==> src/rtl/mem_region_ctrl.sv <==
// Two-port (fetch/data) controller onto IMEM, ROM and RAM regions with per-region wait states.
// Optional sticky fault capture is compiled in when MEMCTRL_FAULT_EN is defined.
module mem_region_ctrl #(
  parameter int unsigned AW        = 32,
  parameter int unsigned DW        = 32,
  parameter int unsigned IMEM_BASE = 0,
  parameter int unsigned IMEM_SIZE = 400,
  parameter int unsigned ROM_BASE  = 400,
  parameter int unsigned ROM_SIZE  = 8100,
  parameter int unsigned RAM_BASE  = 8500,
  parameter int unsigned RAM_SIZE  = 129600,
  parameter int unsigned IMEM_WAIT = 0,
  parameter int unsigned ROM_WAIT  = 1,
  parameter int unsigned RAM_WAIT  = 2
) (
  input  logic          clk,
  input  logic          rst,
  input  logic          i_req,
  input  logic [AW-1:0] i_addr,
  output logic          i_valid,
  output logic [DW-1:0] i_rdata,
  input  logic          d_req,
  input  logic          d_we,
  input  logic [AW-1:0] d_addr,
  input  logic [DW-1:0] d_wdata,
  output logic          d_valid,
  output logic [DW-1:0] d_rdata,
  output logic [1:0]    mem_sel,
  output logic [AW-1:0] mem_addr,
  output logic          mem_we,
  output logic [DW-1:0] mem_wdata,
  input  logic [DW-1:0] imem_rdata,
  input  logic [DW-1:0] rom_rdata,
  input  logic [DW-1:0] ram_rdata,
  output logic          busy,
  output logic          fault,
  output logic [AW-1:0] fault_addr
);

  typedef enum logic [1:0] {IDLE, ACCESS, RESP} state_t;

  localparam logic [1:0] SEL_NONE = 2'd0;
  localparam logic [1:0] SEL_IMEM = 2'd1;
  localparam logic [1:0] SEL_ROM  = 2'd2;
  localparam logic [1:0] SEL_RAM  = 2'd3;

  localparam logic [AW:0] IMEM_LO = (AW+1)'(IMEM_BASE);
  localparam logic [AW:0] IMEM_SZ = (AW+1)'(IMEM_SIZE);
  localparam logic [AW:0] ROM_LO  = (AW+1)'(ROM_BASE);
  localparam logic [AW:0] ROM_SZ  = (AW+1)'(ROM_SIZE);
  localparam logic [AW:0] RAM_LO  = (AW+1)'(RAM_BASE);
  localparam logic [AW:0] RAM_SZ  = (AW+1)'(RAM_SIZE);

  state_t        r_state;
  logic [3:0]    r_wcnt;
  logic          r_last_data;
  logic          r_port_data;
  logic          r_we;
  logic          r_i_valid;
  logic [DW-1:0] r_i_rdata;
  logic          r_d_valid;
  logic [DW-1:0] r_d_rdata;
  logic [1:0]    r_mem_sel;
  logic [AW-1:0] r_mem_addr;
  logic          r_mem_we;
  logic [DW-1:0] r_mem_wdata;
  logic          r_busy;

  logic          w_any;
  logic          w_grant_data;
  logic          w_we;
  logic [AW-1:0] w_addr;
  logic [AW:0]   w_addr_x;
  logic [AW:0]   w_imem_off;
  logic [AW:0]   w_rom_off;
  logic [AW:0]   w_ram_off;
  logic [1:0]    w_region;
  logic [3:0]    w_wait;
  logic [AW-1:0] w_offset;
  logic [DW-1:0] w_resp_rdata;

  // With both ports pending the one not served last wins; r_last_data resets to "fetch" so data wins first.
  assign w_any        = i_req | d_req;
  assign w_grant_data = d_req & (~i_req | ~r_last_data);
  assign w_addr       = w_grant_data ? d_addr : i_addr;
  assign w_we         = w_grant_data & d_we;
  assign w_addr_x     = {1'b0, w_addr};

  // One unsigned compare per region: below BASE the AW+1-bit difference lands >= 2**AW, above any SIZE.
  assign w_imem_off = w_addr_x - IMEM_LO;
  assign w_rom_off  = w_addr_x - ROM_LO;
  assign w_ram_off  = w_addr_x - RAM_LO;

  always_comb begin
    w_region = SEL_NONE;
    w_wait   = 4'd0;
    w_offset = '0;
    if (w_imem_off < IMEM_SZ) begin
      w_region = SEL_IMEM;
      w_wait   = 4'(IMEM_WAIT);
      w_offset = w_imem_off[AW-1:0];
    end else if (w_rom_off < ROM_SZ) begin
      w_region = SEL_ROM;
      w_wait   = 4'(ROM_WAIT);
      w_offset = w_rom_off[AW-1:0];
    end else if (w_ram_off < RAM_SZ) begin
      w_region = SEL_RAM;
      w_wait   = 4'(RAM_WAIT);
      w_offset = w_ram_off[AW-1:0];
    end
  end

  // Writes outside RAM and fetches outside IMEM complete with zero data.
  always_comb begin
    w_resp_rdata = '0;
    case (r_mem_sel)
      SEL_IMEM: w_resp_rdata = imem_rdata;
      SEL_ROM:  w_resp_rdata = rom_rdata;
      SEL_RAM:  w_resp_rdata = ram_rdata;
      default:  w_resp_rdata = '0;
    endcase
    if (r_we && (r_mem_sel != SEL_RAM)) begin
      w_resp_rdata = '0;
    end
    if (!r_port_data && (r_mem_sel != SEL_IMEM)) begin
      w_resp_rdata = '0;
    end
  end

`ifdef MEMCTRL_FAULT_EN
  logic          r_fault;
  logic [AW-1:0] r_fault_addr;
  logic          w_fault_evt;

  assign w_fault_evt = (w_region == SEL_NONE)
                     | (w_we & ((w_region == SEL_IMEM) | (w_region == SEL_ROM)))
                     | (~w_grant_data & (w_region != SEL_IMEM));
  assign fault      = r_fault;
  assign fault_addr = r_fault_addr;
`else
  assign fault      = 1'b0;
  assign fault_addr = '0;
`endif

  always_ff @(posedge clk or posedge rst) begin
    if (rst) begin
      r_state     <= IDLE;
      r_wcnt      <= 4'd0;
      r_last_data <= 1'b0;
      r_port_data <= 1'b0;
      r_we        <= 1'b0;
      r_i_valid   <= 1'b0;
      r_i_rdata   <= '0;
      r_d_valid   <= 1'b0;
      r_d_rdata   <= '0;
      r_mem_sel   <= SEL_NONE;
      r_mem_addr  <= '0;
      r_mem_we    <= 1'b0;
      r_mem_wdata <= '0;
      r_busy      <= 1'b0;
`ifdef MEMCTRL_FAULT_EN
      r_fault      <= 1'b0;
      r_fault_addr <= '0;
`endif
    end else begin
      case (r_state)
        IDLE: begin
          if (w_any) begin
            r_state     <= ACCESS;
            r_wcnt      <= w_wait;
            r_port_data <= w_grant_data;
            r_last_data <= w_grant_data;
            r_we        <= w_we;
            r_mem_sel   <= w_region;
            r_mem_addr  <= (w_region == SEL_NONE) ? '0 : w_offset;
            r_mem_wdata <= w_we ? d_wdata : '0;
            // A zero-wait RAM write has a single ACCESS cycle, so the strobe starts right away.
            r_mem_we    <= w_we && (w_region == SEL_RAM) && (w_wait == 4'd0);
            r_busy      <= 1'b1;
`ifdef MEMCTRL_FAULT_EN
            if (w_fault_evt && !r_fault) begin
              r_fault      <= 1'b1;
              r_fault_addr <= w_addr;
            end
`endif
          end
        end
        ACCESS: begin
          if (r_wcnt == 4'd0) begin
            r_state     <= RESP;
            r_mem_sel   <= SEL_NONE;
            r_mem_addr  <= '0;
            r_mem_we    <= 1'b0;
            r_mem_wdata <= '0;
            if (r_port_data) begin
              r_d_valid <= 1'b1;
              r_d_rdata <= w_resp_rdata;
            end else begin
              r_i_valid <= 1'b1;
              r_i_rdata <= w_resp_rdata;
            end
          end else begin
            r_wcnt   <= r_wcnt - 4'd1;
            r_mem_we <= r_we && (r_mem_sel == SEL_RAM) && (r_wcnt == 4'd1);
          end
        end
        RESP: begin
          r_state   <= IDLE;
          r_i_valid <= 1'b0;
          r_d_valid <= 1'b0;
          r_busy    <= 1'b0;
        end
        default: begin
          r_state <= IDLE;
        end
      endcase
    end
  end

  assign i_valid   = r_i_valid;
  assign i_rdata   = r_i_rdata;
  assign d_valid   = r_d_valid;
  assign d_rdata   = r_d_rdata;
  assign mem_sel   = r_mem_sel;
  assign mem_addr  = r_mem_addr;
  assign mem_we    = r_mem_we;
  assign mem_wdata = r_mem_wdata;
  assign busy      = r_busy;

endmodule

==> config.mk <==
export PLATFORM = sky130hd
export DESIGN_NAME = mem_region_ctrl
export DESIGN_NICKNAME = d
export VERILOG_FILES = /design/src/rtl/mem_region_ctrl.sv
export SDC_FILE = /design/constraint.sdc
export NUM_CORES = 1
export LEC_CHECK = 0
export ABC_AREA = 1
export ABC_CLOCK_PERIOD_IN_PS = 5300
export BUFFER_PORTS_ARGS = -buffer_cell sky130_fd_sc_hd__buf_4
export CAP_MARGIN = 20
export CORE_MARGIN = 2
export CORE_UTILIZATION = 50
export CTS_CLUSTER_SIZE = 40
export DETAILED_ROUTE_END_ITERATION = 10
export GPL_TIMING_DRIVEN = 1
export PLACE_DENSITY = 0.81
export SLEW_MARGIN = 10
export SYNTH_ARGS = -nofsm -noshare
export SYNTH_HDL_FRONTEND = slang
export SYNTH_SLANG_ARGS = --single-unit
==> constraint.sdc <==
create_clock -name clk -period 5.3 [get_ports clk]
set_input_delay 0 -clock clk [delete_from_list [all_inputs] [get_ports clk]]
set_output_delay 0 -clock clk [all_outputs]
set_load 0.05 [all_outputs]
# Word-level counts from Yosys, hierarchy flattened
# Cells that the tools add are included.
dict set report word_totals {
  inputBits 197
  regBits 142
  out_inout_bits 167
  word_cells 103
}
dict set report classes {
  reduce_logical 24
  muxes 40
  n_eq_ne 14
  addsub 3
  n_bitwise 6
  magnitude_cmp 3
}
# op n
set op_table {}
lappend op_table {{$mux 32} 11}
lappend op_table {{$pmux 32 s2} 2}
lappend op_table {{$pmux 32 s3} 1}
lappend op_table {{$lt 33x13->1 const B} 1}
lappend op_table {{$lt 33x17->1 const B} 1}
lappend op_table {{$sub 32x14->33 const B} 1}
lappend op_table {{$sub 32x9->33 const B} 1}
lappend op_table {{$lt 32x9->1 const B} 1}
lappend op_table {{$mux 2} 10}
lappend op_table {{$reduce_and 3->1} 6}
lappend op_table {{$ne 2x2->1 const B} 6}
lappend op_table {{$eq 2x2->1 const B} 4}
lappend op_table {{$logic_not 4->1} 2}
lappend op_table {{$mux 4} 2}
lappend op_table {{$pmux 1 s2} 4}
lappend op_table {{$pmux 2 s2} 2}
lappend op_table {{$pmux 4 s2} 1}
lappend op_table {{$reduce_and 2->1} 4}
lappend op_table {{$mux 1} 7}
lappend op_table {{$logic_and 1x1->1} 6}
lappend op_table {{$reduce_bool 2->1} 3}
lappend op_table {{$eq 2x1->1 const B} 2}
lappend op_table {{$eq 4x1->1 const B} 1}
lappend op_table {{$logic_not 2->1} 2}
lappend op_table {{other kinds (6)} 9}

# Depth between registers and ports, before layout
dict set report logic_depth {
  ltp_word 14
  mapped_depth 23
  mapped_depth_nobuf 22
}

# Worst setup path before layout
# Ideal clock, no wire load.
dict set report synth_timing {
  path_kind {register to register}
  start {register, netlist name r_port_data}
  end {register r_mem_addr[9] (netlist: mem_addr[9])}
  path_stages_with_launch 23
  setup_ps 66
  path_buffers 2
  setup_slack_ps 2804
  arrival_time_ps 2431
  period_less_slack_ps 2496
  t_required_ps 5234
  path_cell_list {dfrtp_1 -> nand2_4 -> nand2_8 -> buf_6 -> nand2_1 -> nand2_2 -> ha_1 -> nand2_2 -> nand2_1 -> nand2_1 -> nand2_1 -> inv_1 -> nand3_1 -> nand2_1 -> nand3_1 -> nor2_2 -> nand3_2 -> nor2_4 -> buf_6 -> nand3_1 -> o21ai_1 -> nand2_1 -> nand2_1}
}
# item line
set synth_rtl {}
lappend synth_rtl {{to (signal assigned)} 175} ;# r_mem_addr <= (w_region == SEL_NONE) ? '0 : w_offset;
lappend synth_rtl {{to (decl)} 64} ;# logic [AW-1:0] r_mem_addr;

==> qor.yml <==
critPathMaxStageDelay_ps: 440
comb_power_share_pct: 48.3
core_mm2: 0.0186
tightestPinTransition_ps: 1080
power_switching_mw: 2.54
antenna_found_initial: 0
max_freq_mhz: 267
gp_congestion: 1.04
ys_seq_area_share_pct: 37.5
cts.sinks: 142
synth_cell_types: 37
p_per_area_mw_per_mm2: 400
power.share.clock_pct: 24.1
routed_via_density: 5.23
synth_edf_count: 0
netSwitchingFraction_pct: 48.2
io_pins: 364
cts_buffers: 17
async_flop_share_pct: 100
path_max_fanout: 46
die_height_um: 142
clk_pin_slew_ps: 80
worst_ep_arrival_time_ps: 4100
end_kind: "flop"
post-route-util_pct: 70.6
grt_max_degree: 88
groute.usage.overall_pct: 33.9
maxCapViolations: 0
synth_area_mm2: 0.00947
slew_headroom_pct: 27.6
cts_root_buf: "clkbuf_16"
power.total_mw: 5.27
grt_pass1_wl_um: 53000
die_w_um: 142
fin_cells: 2048
ant_nets: 0
fin_nets: 2001
dpl.cell_count: 1955
fin_skew_ps: 8.42
final.fill_count: 1562
crit_path_frequent_cell: "nand2_1"
internal-power_mw: 2.73
io_buffer_count: 330
clk_path_buf_depth: 2
die-area_mm2: 0.0201
critPathTopFamily: "simple AND/OR/NAND/NOR gates"
layout_min_cycle_time_ps: 3740
insertion_delay_ps: 420
worstSetupStartpointType: "flop"
htree_levels: 4
grt_setup_unrepaired: "no"
setup_viol: 0
required_ps: 5660
ys_warn_count: 0
hold_path.class: "primary input to flop"
drive_gt1_share_pct: 24.0
status: "finished, final reports clean"
firstDrtPassIters: 6
leakage_nw: 7.10
hold_viol: 0
critical_path.cell_chain: "nand2_4, nand2_8, nand2_1, nand2_1, inv_1, nand2_2, nor2_2, nand3_1, o21ai_1, nand2_1, nor2_1, nand3_1, nor2_2, nand3b_4, nand3_1, nand2_1, o21bai_1"
cts_tree: "yes"
seqPwrFrac_pct: 27.7
vias: 10700
syn_inst: 1437
grt-ovfl-total: 0
initial_utilization_pct: 50.8
tns_ps: 0
criticalPathCategory: "flop to flop"
drt-total-wl_um: 34900
dp_hpwl_um: 26300
cp.buffers_inverters: 1
syn_to_final_growth_pct: 38.9
synthFlopType: "dfrtp_1"
row_count: 50
syn_area_per_cell_um2: 6.59
drt_iter0_drc: 762
grt_pass1_vias: 10100
drv_slew: 0
route.detailed.drc: 0
irDropWorstVdd_mv: 0.267
wl_per_cell_um: 17.0
crit_slowest_cell: "dfrtp_1"
fin_crit_sh_pct: 70.6
synth-seq-cells: 142
-- layer usage --
metal	wire, µm	global-route usage, %	share of wire [%]
met3	2500	6.55	7.2
met5	0	0	0
met1	13800	40.8	40
met4	1320	14.2	3.8
met2	17200	59.5	49
-- worst min-delay path, stage by stage --
cell and delay, ps:
buf_4 80, nand2_1 40, nand3_1 70, nand2_1 70, o21ai_0 140
-- state kept, by name, summed over array words and instances (netlist names), 2 cells and up --
| signal | cells |
|---|---|
| mem_wdata | 32 |
| d_rdata | 32 |
| mem_addr | 32 |
| i_rdata | 32 |
| mem_sel | 2 |
| r_state | 2 |
| r_wcnt | 4 |
-- worst paths after layout --
kind | end | cells past startpoint | slack [ps] | startpoint
setup / recovery | mem_addr[2] | 17 | 1560 | r_port_data
max in group asynchronous | r_wcnt[0] | 5 | 4030 | rst
min in group asynchronous | mem_wdata[1] | 3 | 180 | rst
hold / removal | d_rdata[14] | 5 | 6 | imem_rdata[14]
setup reg to reg | mem_addr[2] | 17 | 1560 | r_port_data
hold reg to reg | mem_wdata[18] | 2 | 480 | mem_wdata[18]
-- cells by family after synthesis --
family                   synth area share [%]
AO/OA/AOI/OAI                            7.75
adder cells (fa/ha/maj)                 0.528
other                                  0.0396
XOR/XNOR                                0.541
multiplexers                            0.211
AND/OR/NAND/NOR                          41.5
flip-flops                               37.5
buffers and inverters                    11.9
-- power by group through the flow --
stage / sequential [mW] / clock (mW) / combinational (mW)
after floorplan: 2.18 / 0 / 0.973
after global placement: 1.46 / 0 / 2.45
after detailed placement: 1.47 / 0 / 2.46
after CTS: 1.45 / 1.28 / 2.51
after global routing: 1.48 / 1.33 / 2.71
final: 1.46 / 1.27 / 2.54
-- synthesized netlist by cell type, types with 2 or more instances --
| library cell | count | area [µm²] |
|---|---|---|
| o21ai_1 | 13 | 65.1 |
| nand3b_1 | 23 | 173 |
| buf_4 | 36 | 270 |
| buf_2 | 3 | 15.0 |
| nand2_4 | 8 | 90.1 |
| nand3_2 | 4 | 40.0 |
| nand3_1 | 134 | 671 |
| dfrtp_1 | 142 | 3550 |
| o21ai_2 | 2 | 17.5 |
| a21oi_1 | 10 | 50.1 |
| inv_1 | 157 | 589 |
| nand2_1 | 569 | 2140 |
| nor2_1 | 91 | 342 |
| buf_6 | 8 | 90.1 |
| clkinv_1 | 2 | 7.51 |
| and2_1 | 3 | 18.8 |
| o21ai_0 | 112 | 561 |
| o21bai_1 | 2 | 15.0 |
| clkbuf_1 | 36 | 135 |
| ha_1 | 4 | 50.1 |
| nand2_2 | 18 | 113 |
| nand4_1 | 23 | 144 |
| nor2_2 | 14 | 87.6 |
| mux2i_1 | 2 | 20.0 |
| nor2_4 | 6 | 67.6 |
| xor2_1 | 4 | 35.0 |
-- stage by stage --
step | area, µm² | setup WS [ps] | hold WS [ps]
6_report | 13200 | 1560 | 6.04
5_1_grt | 13200 | 1200 | 28.7
4_1_cts | 13100 | 1610 | 1.09
3_5_place_dp | 11900 | 1620 | 80.9
3_3_place_gp | 11900 | 1660 | 81.4
2_1_floorplan | 9590 | 1490 | 144
-- what timing repair did --
action                    4_1_cts  5_1_grt
gates resized for setup         0        0
buffers inserted                0        0
hold buffers                   58        0
hold endpoints to repair      110        0
-- cell usage in the layout (no fill, tap or decap), drive strengths merged, types with 2 or more instances in the layout --
cell / instances
nand2: 596
buf: 339
inv: 168
dfrtp: 142
nand3: 138
o21ai: 127
nor2: 111
dlygate4sd3: 58
conb: 33
nand3b: 24
nand4: 23
clkbuf: 17
a21oi: 11
xor2: 5
ha: 4
clkinv: 4
and2: 3
o21bai: 2
mux2i: 2
bufinv: 2
-- final cells by class --
type	count	area, µm²	share of cell area, %
diodes	1	2.50	0.0190
clock buffers	17	425	3.23
clock inverters	15	189	1.44
inverters	160	606	4.60
multi-input cells	1082	4930	37.5
flip-flops and latches	142	3550	27.0
well taps	234	293	2.23
repair buffers	397	3160	24.0
Power figures use the tool's default switching activity.
